## src/rtl/apb_master.sv

```systemverilog
// rtl/apb_master.sv - single-outstanding command-to-APB master bridge
// Optional ACCESS timeout compiled in with APB_MASTER_TIMEOUT_EN.
module apb_master #(
    parameter int ADDR_WIDTH     = 32,
    parameter int DATA_WIDTH     = 32,
    parameter int TIMEOUT_CYCLES = 16
) (
    input  logic                    pclk,
    input  logic                    preset,
    input  logic                    cmd_valid,
    output logic                    cmd_ready,
    input  logic [ADDR_WIDTH-1:0]   cmd_addr,
    input  logic                    cmd_write,
    input  logic [DATA_WIDTH-1:0]   cmd_wdata,
    input  logic [DATA_WIDTH/8-1:0] cmd_strb,
    input  logic [2:0]              cmd_prot,
    output logic                    rsp_valid,
    input  logic                    rsp_ready,
    output logic [DATA_WIDTH-1:0]   rsp_rdata,
    output logic                    rsp_err,
    output logic                    psel,
    output logic                    penable,
    output logic                    pwrite,
    output logic [ADDR_WIDTH-1:0]   paddr,
    output logic [DATA_WIDTH-1:0]   pwdata,
    output logic [DATA_WIDTH/8-1:0] pstrb,
    output logic [2:0]              pprot,
    input  logic [DATA_WIDTH-1:0]   prdata,
    input  logic                    pready,
    input  logic                    pslverr
);

    localparam int STRB_WIDTH = DATA_WIDTH / 8;

    localparam logic [1:0] IDLE   = 2'd0;
    localparam logic [1:0] SETUP  = 2'd1;
    localparam logic [1:0] ACCESS = 2'd2;
    localparam logic [1:0] RESP   = 2'd3;

    logic [1:0]            state_q, state_d;
    logic                  psel_q, psel_d;
    logic                  penable_q, penable_d;
    logic                  pwrite_q, pwrite_d;
    logic [ADDR_WIDTH-1:0] paddr_q, paddr_d;
    logic [DATA_WIDTH-1:0] pwdata_q, pwdata_d;
    logic [STRB_WIDTH-1:0] pstrb_q, pstrb_d;
    logic [2:0]            pprot_q, pprot_d;
    logic                  rsp_valid_q, rsp_valid_d;
    logic [DATA_WIDTH-1:0] rsp_rdata_q, rsp_rdata_d;
    logic                  rsp_err_q, rsp_err_d;

`ifdef APB_MASTER_TIMEOUT_EN
    localparam int CNT_WIDTH = $clog2(TIMEOUT_CYCLES + 1);
    logic [CNT_WIDTH-1:0] cnt_q, cnt_d;
    logic                 timeout_hit;

    // Abort on the TIMEOUT_CYCLES-th ACCESS cycle that still lacks pready.
    assign timeout_hit = (cnt_q == CNT_WIDTH'(TIMEOUT_CYCLES - 1));
`endif

    always_comb begin
        state_d     = state_q;
        psel_d      = psel_q;
        penable_d   = penable_q;
        pwrite_d    = pwrite_q;
        paddr_d     = paddr_q;
        pwdata_d    = pwdata_q;
        pstrb_d     = pstrb_q;
        pprot_d     = pprot_q;
        rsp_valid_d = rsp_valid_q;
        rsp_rdata_d = rsp_rdata_q;
        rsp_err_d   = rsp_err_q;
`ifdef APB_MASTER_TIMEOUT_EN
        cnt_d       = cnt_q;
`endif
        case (state_q)
            IDLE: begin
                if (cmd_valid) begin
                    paddr_d  = cmd_addr;
                    pwrite_d = cmd_write;
                    pwdata_d = cmd_wdata;
                    pstrb_d  = cmd_write ? cmd_strb : '0;
                    pprot_d  = cmd_prot;
                    psel_d   = 1'b1;
                    state_d  = SETUP;
                end
            end
            SETUP: begin
                penable_d = 1'b1;
                state_d   = ACCESS;
`ifdef APB_MASTER_TIMEOUT_EN
                cnt_d     = '0;
`endif
            end
            ACCESS: begin
                if (pready) begin
                    rsp_rdata_d = pwrite_q ? '0 : prdata;
                    rsp_err_d   = pslverr;
                    rsp_valid_d = 1'b1;
                    psel_d      = 1'b0;
                    penable_d   = 1'b0;
                    state_d     = RESP;
                end
`ifdef APB_MASTER_TIMEOUT_EN
                else if (timeout_hit) begin
                    rsp_rdata_d = '0;
                    rsp_err_d   = 1'b1;
                    rsp_valid_d = 1'b1;
                    psel_d      = 1'b0;
                    penable_d   = 1'b0;
                    state_d     = RESP;
                end else begin
                    cnt_d = cnt_q + 1'b1;
                end
`endif
            end
            default: begin
                if (rsp_ready) begin
                    rsp_valid_d = 1'b0;
                    state_d     = IDLE;
                end
            end
        endcase
    end

    always_ff @(posedge pclk) begin
        if (preset) begin
            state_q     <= IDLE;
            psel_q      <= 1'b0;
            penable_q   <= 1'b0;
            pwrite_q    <= 1'b0;
            paddr_q     <= '0;
            pwdata_q    <= '0;
            pstrb_q     <= '0;
            pprot_q     <= '0;
            rsp_valid_q <= 1'b0;
            rsp_rdata_q <= '0;
            rsp_err_q   <= 1'b0;
`ifdef APB_MASTER_TIMEOUT_EN
            cnt_q       <= '0;
`endif
        end else begin
            state_q     <= state_d;
            psel_q      <= psel_d;
            penable_q   <= penable_d;
            pwrite_q    <= pwrite_d;
            paddr_q     <= paddr_d;
            pwdata_q    <= pwdata_d;
            pstrb_q     <= pstrb_d;
            pprot_q     <= pprot_d;
            rsp_valid_q <= rsp_valid_d;
            rsp_rdata_q <= rsp_rdata_d;
            rsp_err_q   <= rsp_err_d;
`ifdef APB_MASTER_TIMEOUT_EN
            cnt_q       <= cnt_d;
`endif
        end
    end

    // Held low during reset so no command slips in while the FSM is forced idle.
    assign cmd_ready = (state_q == IDLE) && !preset;
    assign rsp_valid = rsp_valid_q;
    assign rsp_rdata = rsp_rdata_q;
    assign rsp_err   = rsp_err_q;
    assign psel      = psel_q;
    assign penable   = penable_q;
    assign pwrite    = pwrite_q;
    assign paddr     = paddr_q;
    assign pwdata    = pwdata_q;
    assign pstrb     = pstrb_q;
    assign pprot     = pprot_q;

endmodule

```

## config.mk

```make
export PLATFORM = sky130hd
export DESIGN_NAME = apb_master
export DESIGN_NICKNAME = d
export VERILOG_FILES = /design/src/rtl/apb_master.sv
export SDC_FILE = /design/constraint.sdc
export NUM_CORES = 1
export LEC_CHECK = 0
export CELL_PAD_IN_SITES_DETAIL_PLACEMENT = 0
export CELL_PAD_IN_SITES_GLOBAL_PLACEMENT = 1
export CORE_AREA = 3 3 124 126
export DETAILED_ROUTE_END_ITERATION = 7
export DIE_AREA = 0 0 127 129
export PLACE_DENSITY_LB_ADDON = 0.1
export SLEW_MARGIN = 5
export SYNTH_ARGS = -nofsm -noshare
export SYNTH_HDL_FRONTEND = slang
export SYNTH_SLANG_ARGS = --single-unit
```

## constraint.sdc

```tcl
create_clock -name pclk -period 4.6 [get_ports pclk]
set_input_delay 0.92 -clock pclk [delete_from_list [all_inputs] [get_ports pclk]]
set_output_delay 0.92 -clock pclk [all_outputs]
set_load 0.02 [all_outputs]
```

# ---- After elaboration in Yosys (flattened, before gate mapping)
# Index checks and enable logic that the tools add are counted.
dict set report totals {
  register_bits 110
  input_bits 110
  output_inout_bits 109
  wordCells 43
}
dict set report op_classes {
  eq_ne 4
  n_mux 13
  n_bitwise 1
  n_reduce_logical 14
}
# op count
set op_table {}
lappend op_table {{two-way mux 32 bit} 1}
lappend op_table {{AND reduction 3 bit} 3}
lappend op_table {{two-way mux 2 bit} 3}
lappend op_table {{one-hot mux 1 bit (2 select lines)} 3}
lappend op_table {{one-hot mux 2 bit (3 select lines)} 1}
lappend op_table {{AND reduction 2 bit} 3}
lappend op_table {{nonzero test 2 bit} 3}
lappend op_table {{two-way mux 1 bit} 4}
lappend op_table {{two-way mux 4 bit} 1}
lappend op_table {{!= test 2 bit (second input constant)} 2}
lappend op_table {{nonzero test 4 bit} 1}
lappend op_table {{== test 2 x 1 -> 1 bit (second input constant)} 1}
lappend op_table {{== test 2 bit (second input constant)} 1}
lappend op_table {{zero test 2 bit} 1}
lappend op_table {{OR reduction 2 bit} 1}
lappend op_table {{logical AND 1 bit} 1}
lappend op_table {{zero test 1 bit} 1}
lappend op_table {{NOT 1 bit} 1}

# ---- Depth between registers and ports, before layout
# Gate-level depths: netlist (run 1).
dict set report logic_depth {
  ltp_word 4
  depth_mapped 8
  mapped_depth_nobuf 5
}

# ---- Worst setup path before layout (run 1)
# No wires, ideal clock.
dict set report synth_timing {
  path_type {input -> output}
  startpoint {input preset}
  endpoint {output cmd_ready}
  t_arrival_ns 1.389
  slack_ns 2.291
  stages 2
  n_path_buf 1
  path_cell_list {buf_2 > nor2b_1}
}
dict set report synth_via {
  elab_chain_len 2
}
# element line_no
set synth_rtl {}
lappend synth_rtl {{start, declared} 9} ;# input logic preset,
lappend synth_rtl {{zero test 1 bit} 161} ;# assign cmd_ready = (state_q == IDLE) && !preset;
lappend synth_rtl {{logical AND 1 bit} 161}
lappend synth_rtl {{end, declared} 11} ;# output logic cmd_ready,
# No other way between the ends.

# ---- Final worst setup path (run 1)
dict set report layout_timing {
  startpoint {register pwrite_q, in the netlist pwrite}
  endpoint {output pwrite}
}
# element line_no
set layout_rtl {}
lappend layout_rtl {{start, declared} 43} ;# logic pwrite_q, pwrite_d;
lappend layout_rtl {{start signal, assigned} 146} ;# pwrite_q <= pwrite_d;
lappend layout_rtl {{end, declared} 23} ;# output logic pwrite,
# No word-level cell between the ends.

==> reports/summary.txt, run 1 <==
GRT Util Overall -> 15.3%
PD cells -> 472 nW/um^2
Io pins -> 219
Worst Skew -> 8.97 ps
PostCTS Resize Cnt -> 0
Worst-path cell chain -> clkdlybuf4s50_1
Achievable Freq -> 0.335 GHz
Hold depth -> 2
Adder-Cell Fraction of Synth Area -> 1.21%
Final nets -> 807
Core Area -> 14400 um^2
Largest cells by area after synthesis -> dfxtp_1 53%, nand2_1 16%, a21oi_1 13%
CP arrival -> 2070 ps
Crit path buf inv count -> 1
First-pass GRT wire length -> 20.2 mm
Min-delay src -> rsp_rdata[17]
Routed via count -> 4050
Largest family of logic cells by synthesized area -> simple AND/OR/NAND/NOR gates
Post-DRT Antenna Nets -> 0
Proportion of layout cells with a drive suffix above 1 -> 3.87%
Slew @ Worst Pin -> 1010 ps
Unrepaired setup endpoints after global routing -> no
First DRT Iteration DRCs -> 309
Pleak -> 0.00232 uW
Hold slack -> 451 ps
Gpl congestion -> 0.741
Sink Count -> 110
# hold bufs at CTS -> 0
Final Hold Viols -> 0
Delay-heaviest family, CP -> flip-flops
PortBufs -> 218
Syn_area_per_cell -> 8.29 um^2
Htree depth -> 3
Critical path required time -> 3680 ps
Die Height -> 129 um
Initial Util -> 28.7%
Largest net degree at the start of global routing -> 58
Relative slew slack -> 32.9%
Synth Net Count -> 614
Cell count after placement -> 866
Yosys reg bits -> 110
Final Slew Violations -> 0
Root Driver -> clkbuf_16
Worst-path clk slew -> 70 ps
Leading cell type in the layout, fill and taps excluded -> clkdlybuf4s50_1
Fin crit period -> 2990 ps
Multiplexer share of the synthesized area -> 0.272%
WL per Instance -> 14.7 um
Gate Count Post-Synth -> 500
Final setup violation count -> 0
Worst path max stage delay -> 960 ps
Max IR drop VDD -> 0.345 mV
Levels on crit path -> 1
Reg-to-Reg End -> pwdata[7]
Crit path max-delay cell type -> dfxtp_1
CP startpoint kind -> register
CTS Buf Count -> 9
Sequential-to-total area share from yosys stat -> 53.1%
CP Capture Type -> output port
Max Buffers Root-to-Sink -> 2
Cell Rows -> 44
Post-synthesis xor/xnor area fraction -> 0%
TritonRoute pass-1 iters -> 6
Reg2reg setup slack -> 2240 ps
# DRC -> 0
Post-Syn Area -> 4140 um^2
Area share of the largest cell type after synthesis -> 53.1%
Finished Layout Cells -> 882
Overflow after GRT -> 0
Final core occ -> 46.1%
Area Overhead vs Synth -> 60.6%
Period utilization -> 65.0%
Worst R2R Start -> state_q[0]
YS warnings -> 0
Post-CTS Setup Bufs -> 0
Die area -> 16400 um^2
Number of global-route vias before repair -> 3832
Max_cap viols -> 0
Vias per inst -> 4.59
Post-DP HPWL -> 8.93 mm
Setup TNS -> 0 ps
Clock Latency Late Sink -> 350 ps
WL final -> 13.0 mm
Worst-path fanout max -> 34
Post-synthesis compound-gate area fraction -> 13.9%
Reg2Reg Depth -> 6
Commonest cells after routing, fill and taps aside -> 217 x clkdlybuf4s50_1, 174 x nand2_1, 110 x dfxtp_1
Count of cell types in the netlist -> 26
Die Span X -> 127 um
Initial antenna violation count -> 0
Overall power -> 3140 uW
Simple-gate share of the synthesized area -> 25.3%
WHS Endpoint -> rsp_rdata[17]
Antenna cells -> 0
Status -> finished, final reports clean
Cell taking the most area after synthesis -> dfxtp_1
Kind of critical path -> register to output port
HP Class -> register to register
TritonCTS clock tree -> yes
[layer usage]
metal  GRT usage (%)  vias to the layer above  share of wire [%]
li1                -                     2046                  -
met1            19.9                     1848                 44
met2            23.2                      141                 45
met3            5.77                       15                9.1
met4            5.74                        0                1.8
met5               0                        -                  0
[worst min-delay path, stage by stage (launching register included)]
cell and delay (ps):
dfxtp_1 310, nand2_1 50, a21oi_1 50
[cells in the mapped netlist, drive strengths merged]
cell / number
nand4b: 32
clkbuf: 12
nor2: 3
o31ai: 1
nor3: 3
nand2b: 2
nand2: 175
nor3b: 1
and2: 1
dfxtp: 110
a21oi: 108
nand3: 5
o21ai: 2
ha: 4
o32ai: 1
buf: 30
o21bai: 1
mux2: 1
inv: 4
nor2b: 4
[metrics by stage]
stage               setup WS, ps  area [um^2]
global route                1450         6660
global placement            1600         6360
floorplan                   2290         4140
finish                      1610         6660
CTS                         1570         6660
detailed placement          1590         6360
[report_power, final]
part	internal (uW)	leakage, uW	switching, uW
registers	1110	0.000898	92.8
logic	505	0.00128	653
clock network	423	0.000138	360
total	2040	0.00232	1110
[state kept, by name, summed over array words and instances, names as in the netlist]
name / count
state_q: 2
paddr: 32
pprot: 3
pwrite: 1
psel: 1
pstrb: 4
penable: 1
pwdata: 32
rsp_rdata: 32
rsp_err: 1
rsp_valid: 1
[cells by family (layout without fill, tap and decap cells)]
kind of cell             after synthesis  count (layout)
AO/OA/AOI/OAI                        113             113
flip-flops                           110             110
buffers and inverters                 46             244
adder cells (fa/ha/maj)                4               4
multiplexers                           1               1
AND/OR/NAND/NOR                      226             226
[worst max-delay path by stage]
stage | slack (ps) | start | end
after CTS | 1570 | pwrite | pwrite
after detailed placement | 1590 | preset | cmd_ready
final | 1610 | pwrite | pwrite
after floorplan | 2290 | preset | cmd_ready
after global placement | 1600 | preset | cmd_ready
after global routing | 1450 | pwrite | pwrite
[area by class of cell]
cell class,instances,area (um^2)
well taps,184,230
repair buffers,224,2220
clock buffers,9,225
multi-input cells,344,1680
inverters,4,15.0
flip-flops and latches,110,2200
clock inverters,7,75.1
fillers,1442,7770
(Power assumes the default switching activity.)
==> run 2, diff against run 1 <==
--- a/config.mk
+++ b/config.mk
@@ -7,9 +7,9 @@
 export LEC_CHECK = 0
 export CELL_PAD_IN_SITES_DETAIL_PLACEMENT = 0
 export CELL_PAD_IN_SITES_GLOBAL_PLACEMENT = 1
-export CORE_AREA = 3 3 124 126
+export CORE_AREA = 3 3 128 130
 export DETAILED_ROUTE_END_ITERATION = 7
-export DIE_AREA = 0 0 127 129
+export DIE_AREA = 0 0 131 133
 export PLACE_DENSITY_LB_ADDON = 0.1
 export SLEW_MARGIN = 5
 export SYNTH_ARGS = -nofsm -noshare
==> constraint.sdc (replaced) <==
create_clock -name pclk -period 3.01 [get_ports pclk]
set_input_delay 0.602 -clock pclk [delete_from_list [all_inputs] [get_ports pclk]]
set_output_delay 0.602 -clock pclk [all_outputs]
set_load 0.02 [all_outputs]
==> run 2 against run 1 <==
  * Global-route usage about the same
  * Design area increased by 1.3%
  * Critical path depth increased by 3
  * Largest cell class unchanged
==> reports/summary.txt, run 2 (synthesis results as in run 1) <==
Status -> finished, final reports clean
Die area -> 17400 um^2
Combinational share of power -> 38.0%
CP Capture Type -> output port
Min-delay src -> pwdata[31]
CP startpoint kind -> register
Hold depth -> 2
Initial antenna violation count -> 0
Seq pwr share -> 37.5%
Gpl congestion -> 0.748
Clock power frac -> 24.5%
Final Hold Viols -> 0
First-pass GRT wire length -> 21.3 mm
Initial Util -> 27.2%
Max IR drop VDD -> 0.355 mV
Number of global-route vias before repair -> 4021
Cell count after placement -> 898
Reg-to-Reg End -> state_q[0]
Die Height -> 133 um
TritonCTS clock tree -> yes
PD cells -> 721 nW/um^2
Sink Count -> 110
Final nets -> 812
Sw frac -> 34.2%
TritonRoute pass-1 iters -> 4
Unrepaired setup endpoints after global routing -> no
WL per Instance -> 15.1 um
Clock Latency Late Sink -> 350 ps
Area Overhead vs Synth -> 62.7%
HP Class -> register to register
Footprint of the multi-input gates -> 1680 um^2
Root Driver -> clkbuf_16
Max Buffers Root-to-Sink -> 2
Final Slew Violations -> 0
Reg2reg setup slack -> 1200 ps
Proportion of layout cells with a drive suffix above 1 -> 3.99%
Period utilization -> 84.3%
Vias per inst -> 4.45
Largest net degree at the start of global routing -> 61
# hold bufs at CTS -> 0
Achievable Freq -> 0.394 GHz
Reg2Reg Depth -> 6
Critical path required time -> 2410 ps
Io pins -> 219
Max_cap viols -> 0
Post-DRT Antenna Nets -> 0
Worst-path clk slew -> 70 ps
PostCTS Resize Cnt -> 0
Place WS -> 832 ps
Pleak -> 0.00236 uW
CTS Buf Count -> 9
WL final -> 13.7 mm
GRT Util Overall -> 15.3%
Worst R2R Start -> state_q[0]
Commonest cells after routing, fill and taps aside -> 217 x clkdlybuf4s50_1, 174 x nand2_1, 110 x dfxtp_1
Post-DP HPWL -> 9.55 mm
Cell Rows -> 45
Setup TNS -> 0 ps
Relative slew slack -> 56.9%
# DRC -> 0
First DRT Iteration DRCs -> 187
Routed via count -> 4056
Kind of critical path -> register to output port
Die Span X -> 131 um
Overflow after GRT -> 0
Reg area -> 2200 um^2
Final setup violation count -> 0
Post-CTS Setup Bufs -> 0
Fin crit period -> 2540 ps
Slew @ Worst Pin -> 646 ps
CP arrival -> 1940 ps
Fill count -> 1518
Leading cell type in the layout, fill and taps excluded -> clkdlybuf4s50_1
Hold slack -> 451 ps
Htree depth -> 3
Core Area -> 15300 um^2
Pint -> 3200 uW
Antenna cells -> 0
Overall power -> 4860 uW
Worst Skew -> 7.39 ps
Finished Layout Cells -> 912
Worst Setup Slack, final -> 472 ps
Worst-path fanout max -> 8
PortBufs -> 218
Switch Pwr -> 1660 uW
WHS Endpoint -> pwdata[31]
[run 2: cell types whose count changed in the layout (fill, tap and decap cells not counted)]
cell        change
clkinv_4        -2
clkbuf_8        +2
buf_12          +2
clkinv_2        -1
buf_4           +3
clkbuf_1        +2
clkinvlp_4      -3
[run 2: worst max path at each step]
stage	start	to	slack [ps]
5_1_grt	state_q[1]	cmd_ready	330
2_1_floorplan	preset	cmd_ready	1340
3_3_place_gp	state_q[0]	cmd_ready	850
3_5_place_dp	pready	rsp_rdata[29]	830
4_1_cts	state_q[0]	cmd_ready	440
6_report	state_q[0]	cmd_ready	470
[run 2: layer usage]
layer	global-route usage [%]	wire [um]	up-vias
li1	-	-	2053
met5	0	0	-
met4	4.69	205	0
met3	7.06	1430	12
met1	18.4	5640	1844
met2	24.3	6460	147
[run 2: metrics by stage]
stage	area [um^2]	util, %
final	6740	44.2
after floorplan	4140	-
after global routing	6740	44.2
after CTS	6740	44.2
after detailed placement	6450	42.3
after global placement	6450	42.3
[run 2: layout make-up]
class | count | area share [%]
inverter | 4 | 0.223
timing repair buffer | 229 | 33.9
tap | 211 | 3.92
sequential | 110 | 32.7
clock inverter | 1 | 0.445
multi-input combinational | 344 | 25.0
clock buffer | 13 | 3.86
[run 2: power by group through the flow]
| stage | Combinational (uW) | Clock, uW | Sequential, uW |
|---|---|---|---|
| after floorplan | 816 | 0 | 2130 |
| after global placement | 1870 | 0 | 1850 |
| after detailed placement | 1880 | 0 | 1860 |
| after CTS | 1890 | 1250 | 1830 |
| after global routing | 2020 | 1300 | 1850 |
| final | 1850 | 1190 | 1820 |
[run 2: worst max-delay path: stages, from the launching register on]
cell and delay [ps]:
dfxtp_1 330, inv_1 100, ha_1 310, nor2b_1 190, clkdlybuf4s50_1 660
==> run 3, diff against run 2 <==
--- a/config.mk
+++ b/config.mk
@@ -7,9 +7,9 @@
 export LEC_CHECK = 0
 export CELL_PAD_IN_SITES_DETAIL_PLACEMENT = 0
 export CELL_PAD_IN_SITES_GLOBAL_PLACEMENT = 1
-export CORE_AREA = 3 3 128 130
+export CORE_AREA = 3 3 133 135
 export DETAILED_ROUTE_END_ITERATION = 7
-export DIE_AREA = 0 0 131 133
+export DIE_AREA = 0 0 136 138
 export PLACE_DENSITY_LB_ADDON = 0.1
 export SLEW_MARGIN = 5
 export SYNTH_ARGS = -nofsm -noshare
==> constraint.sdc (replaced) <==
create_clock -name pclk -period 2.24 [get_ports pclk]
set_input_delay 0.448 -clock pclk [delete_from_list [all_inputs] [get_ports pclk]]
set_output_delay 0.448 -clock pclk [all_outputs]
set_load 0.02 [all_outputs]
==> run 3 against run 2 <==
  * Die area rose by 7.7%
  * Register-to-register slack got worse by 610 ps
  * Largest cell class unchanged
  * Core utilization fell by 3.2 points
  * Hold slack got worse by 2.0 ps
  * Non-clock buffer count rose by 1
  * Combinational power rose by 36%
  * Setup slack got worse by 160 ps
  * Critical endpoint unchanged
  * Sequential share of layout area fell by 0.26 points
  * Cell count rose by 1.3%
  * Highest routed layer is now met5
  * Sequential power rose by 35%
  * Clock-buffer cell count did not move
  * Clock power rose by 38%
==> reports/summary.txt, run 3 (synthesis results as in run 1) <==
Die Height -> 138 um
Root Driver -> clkbuf_16
Metal2 WL -> 6.60 mm
Fin crit period -> 1930 ps
Commonest cells after routing, fill and taps aside -> 216 x clkdlybuf4s50_1, 174 x nand2_1, 110 x dfxtp_1
Overflow after GRT -> 0
Die Span X -> 136 um
Fill count -> 1709
Worst Skew -> 5.77 ps
Largest net degree at the start of global routing -> 63
Htree depth -> 3
Kind of critical path -> register to output port
Wl on met1 -> 5.69 mm
# DRC -> 0
Post-CTS Setup Bufs -> 0
Area Overhead vs Synth -> 64.0%
Footprint of the multi-input gates -> 1680 um^2
Relative slew slack -> 53.8%
Proportion of layout cells with a drive suffix above 1 -> 4.40%
Worst-path clk slew -> 70 ps
Number of global-route vias before repair -> 4112
Met3 wire len -> 1.17 mm
PD cells -> 972 nW/um^2
Max Buffers Root-to-Sink -> 2
Pleak -> 0.00238 uW
Initial Util -> 25.0%
Initial antenna violation count -> 1
Critical path required time -> 1790 ps
Core Area -> 16600 um^2
Final nets -> 813
Worst path max stage delay -> 390 ps
Unrepaired setup endpoints after global routing -> no
GRT Util Overall -> 14.4%
Leading cell type in the layout, fill and taps excluded -> clkdlybuf4s50_1
Reg area -> 2200 um^2
# hold bufs at CTS -> 0
Finished Layout Cells -> 924
CP arrival -> 1480 ps
CTS Buf Count -> 9
Routed via count -> 4072
CP Capture Type -> output port
First-pass GRT wire length -> 21.9 mm
Period utilization -> 86.0%
WL per Instance -> 14.8 um
Clock Latency Late Sink -> 340 ps
Final Hold Viols -> 0
Antenna cells -> 0
Post-DP Area -> 6500 um^2
Sink Count -> 110
Post-DP HPWL -> 9.59 mm
Final Cell Area -> 6800 um^2
Post-DRT Antenna Nets -> 0
PostCTS Resize Cnt -> 1
Worst-path cell chain -> inv_1, ha_1, nor2b_1, dlygate4sd2_1
Hold slack -> 449 ps
Final setup violation count -> 0
Achievable Freq -> 0.519 GHz
Cell count after placement -> 908
Top layer in use -> met5
Gpl congestion -> 0.717
PortBufs -> 218
HP Class -> register to register
Max IR drop VDD -> 0.396 mV
Setup TNS -> 0 ps
Max_cap viols -> 0
Status -> finished, final reports clean
CP startpoint kind -> register
Vias per inst -> 4.41
Slew @ Worst Pin -> 694 ps
Worst-path fanout max -> 3
Io pins -> 219
TritonRoute pass-1 iters -> 4
First DRT Iteration DRCs -> 137
WL final -> 13.7 mm
Cell Rows -> 47
TritonCTS clock tree -> yes
Crit path max-delay cell type -> dlygate4sd2_1
Die area -> 18800 um^2
Final Slew Violations -> 0
-- run 3: cell count changes in the layout (fill, tap and decap cells not counted), sizes merged --
cell           before  now
clkinv              0    1
clkinvlp            0    1
dlygate4sd2         0    1
buf                12   13
clkdlybuf4s50     217  216
-- run 3: per-layer routing --
layer,global-route usage (%),vias up
li1,-,2053
met1,17.3,1875
met2,24.0,128
met3,5.05,14
met4,4.46,2
met5,0,-
-- run 3: power by group --
| part | total (uW) | switching, uW | internal (uW) |
|---|---|---|---|
| logic | 2520 | 1390 | 1140 |
| registers | 2450 | 167 | 2280 |
| clock network | 1640 | 710 | 929 |
| total | 6610 | 2260 | 4350 |
-- run 3: path summary, 6_finish.rpt --
path,from,endpoint,slack [ps],cells after the start
worst max-delay path,state_q[0],cmd_ready,310,4
worst min-delay path,rsp_rdata[12],rsp_rdata[12],450,2
worst min register to register,rsp_rdata[12],rsp_rdata[12],450,2
worst max register to register,state_q[1],state_q[0],590,6
-- run 3: cell type report --
type	instances	share of cell area, %
Inverter	4	0.221
Tap cell	220	4.05
Clock inverter	3	0.626
Sequential cell	110	32.4
Clock buffer	13	3.83
Timing Repair Buffer	230	34.1
Multi-Input combinational cell	344	24.8
-- run 3: stage by stage --
stage / worst slack [ps] / util (%) / power (uW)
2_1_floorplan: 707 / - / 3950
6_report: 314 / 41.0 / 6610
3_3_place_gp: 306 / 39.2 / 5050
4_1_cts: 255 / 41.0 / 6750
3_5_place_dp: 258 / 39.2 / 5070
5_1_grt: 189 / 41.0 / 7040
-- run 3: worst max-delay path, delay by kind of cell (launching register included) --
kind	cells	cell delay [ps]
buffers and inverters	2	490
and+or+nand+nor	1	160
adders and majority gates	1	160
DFF	1	330
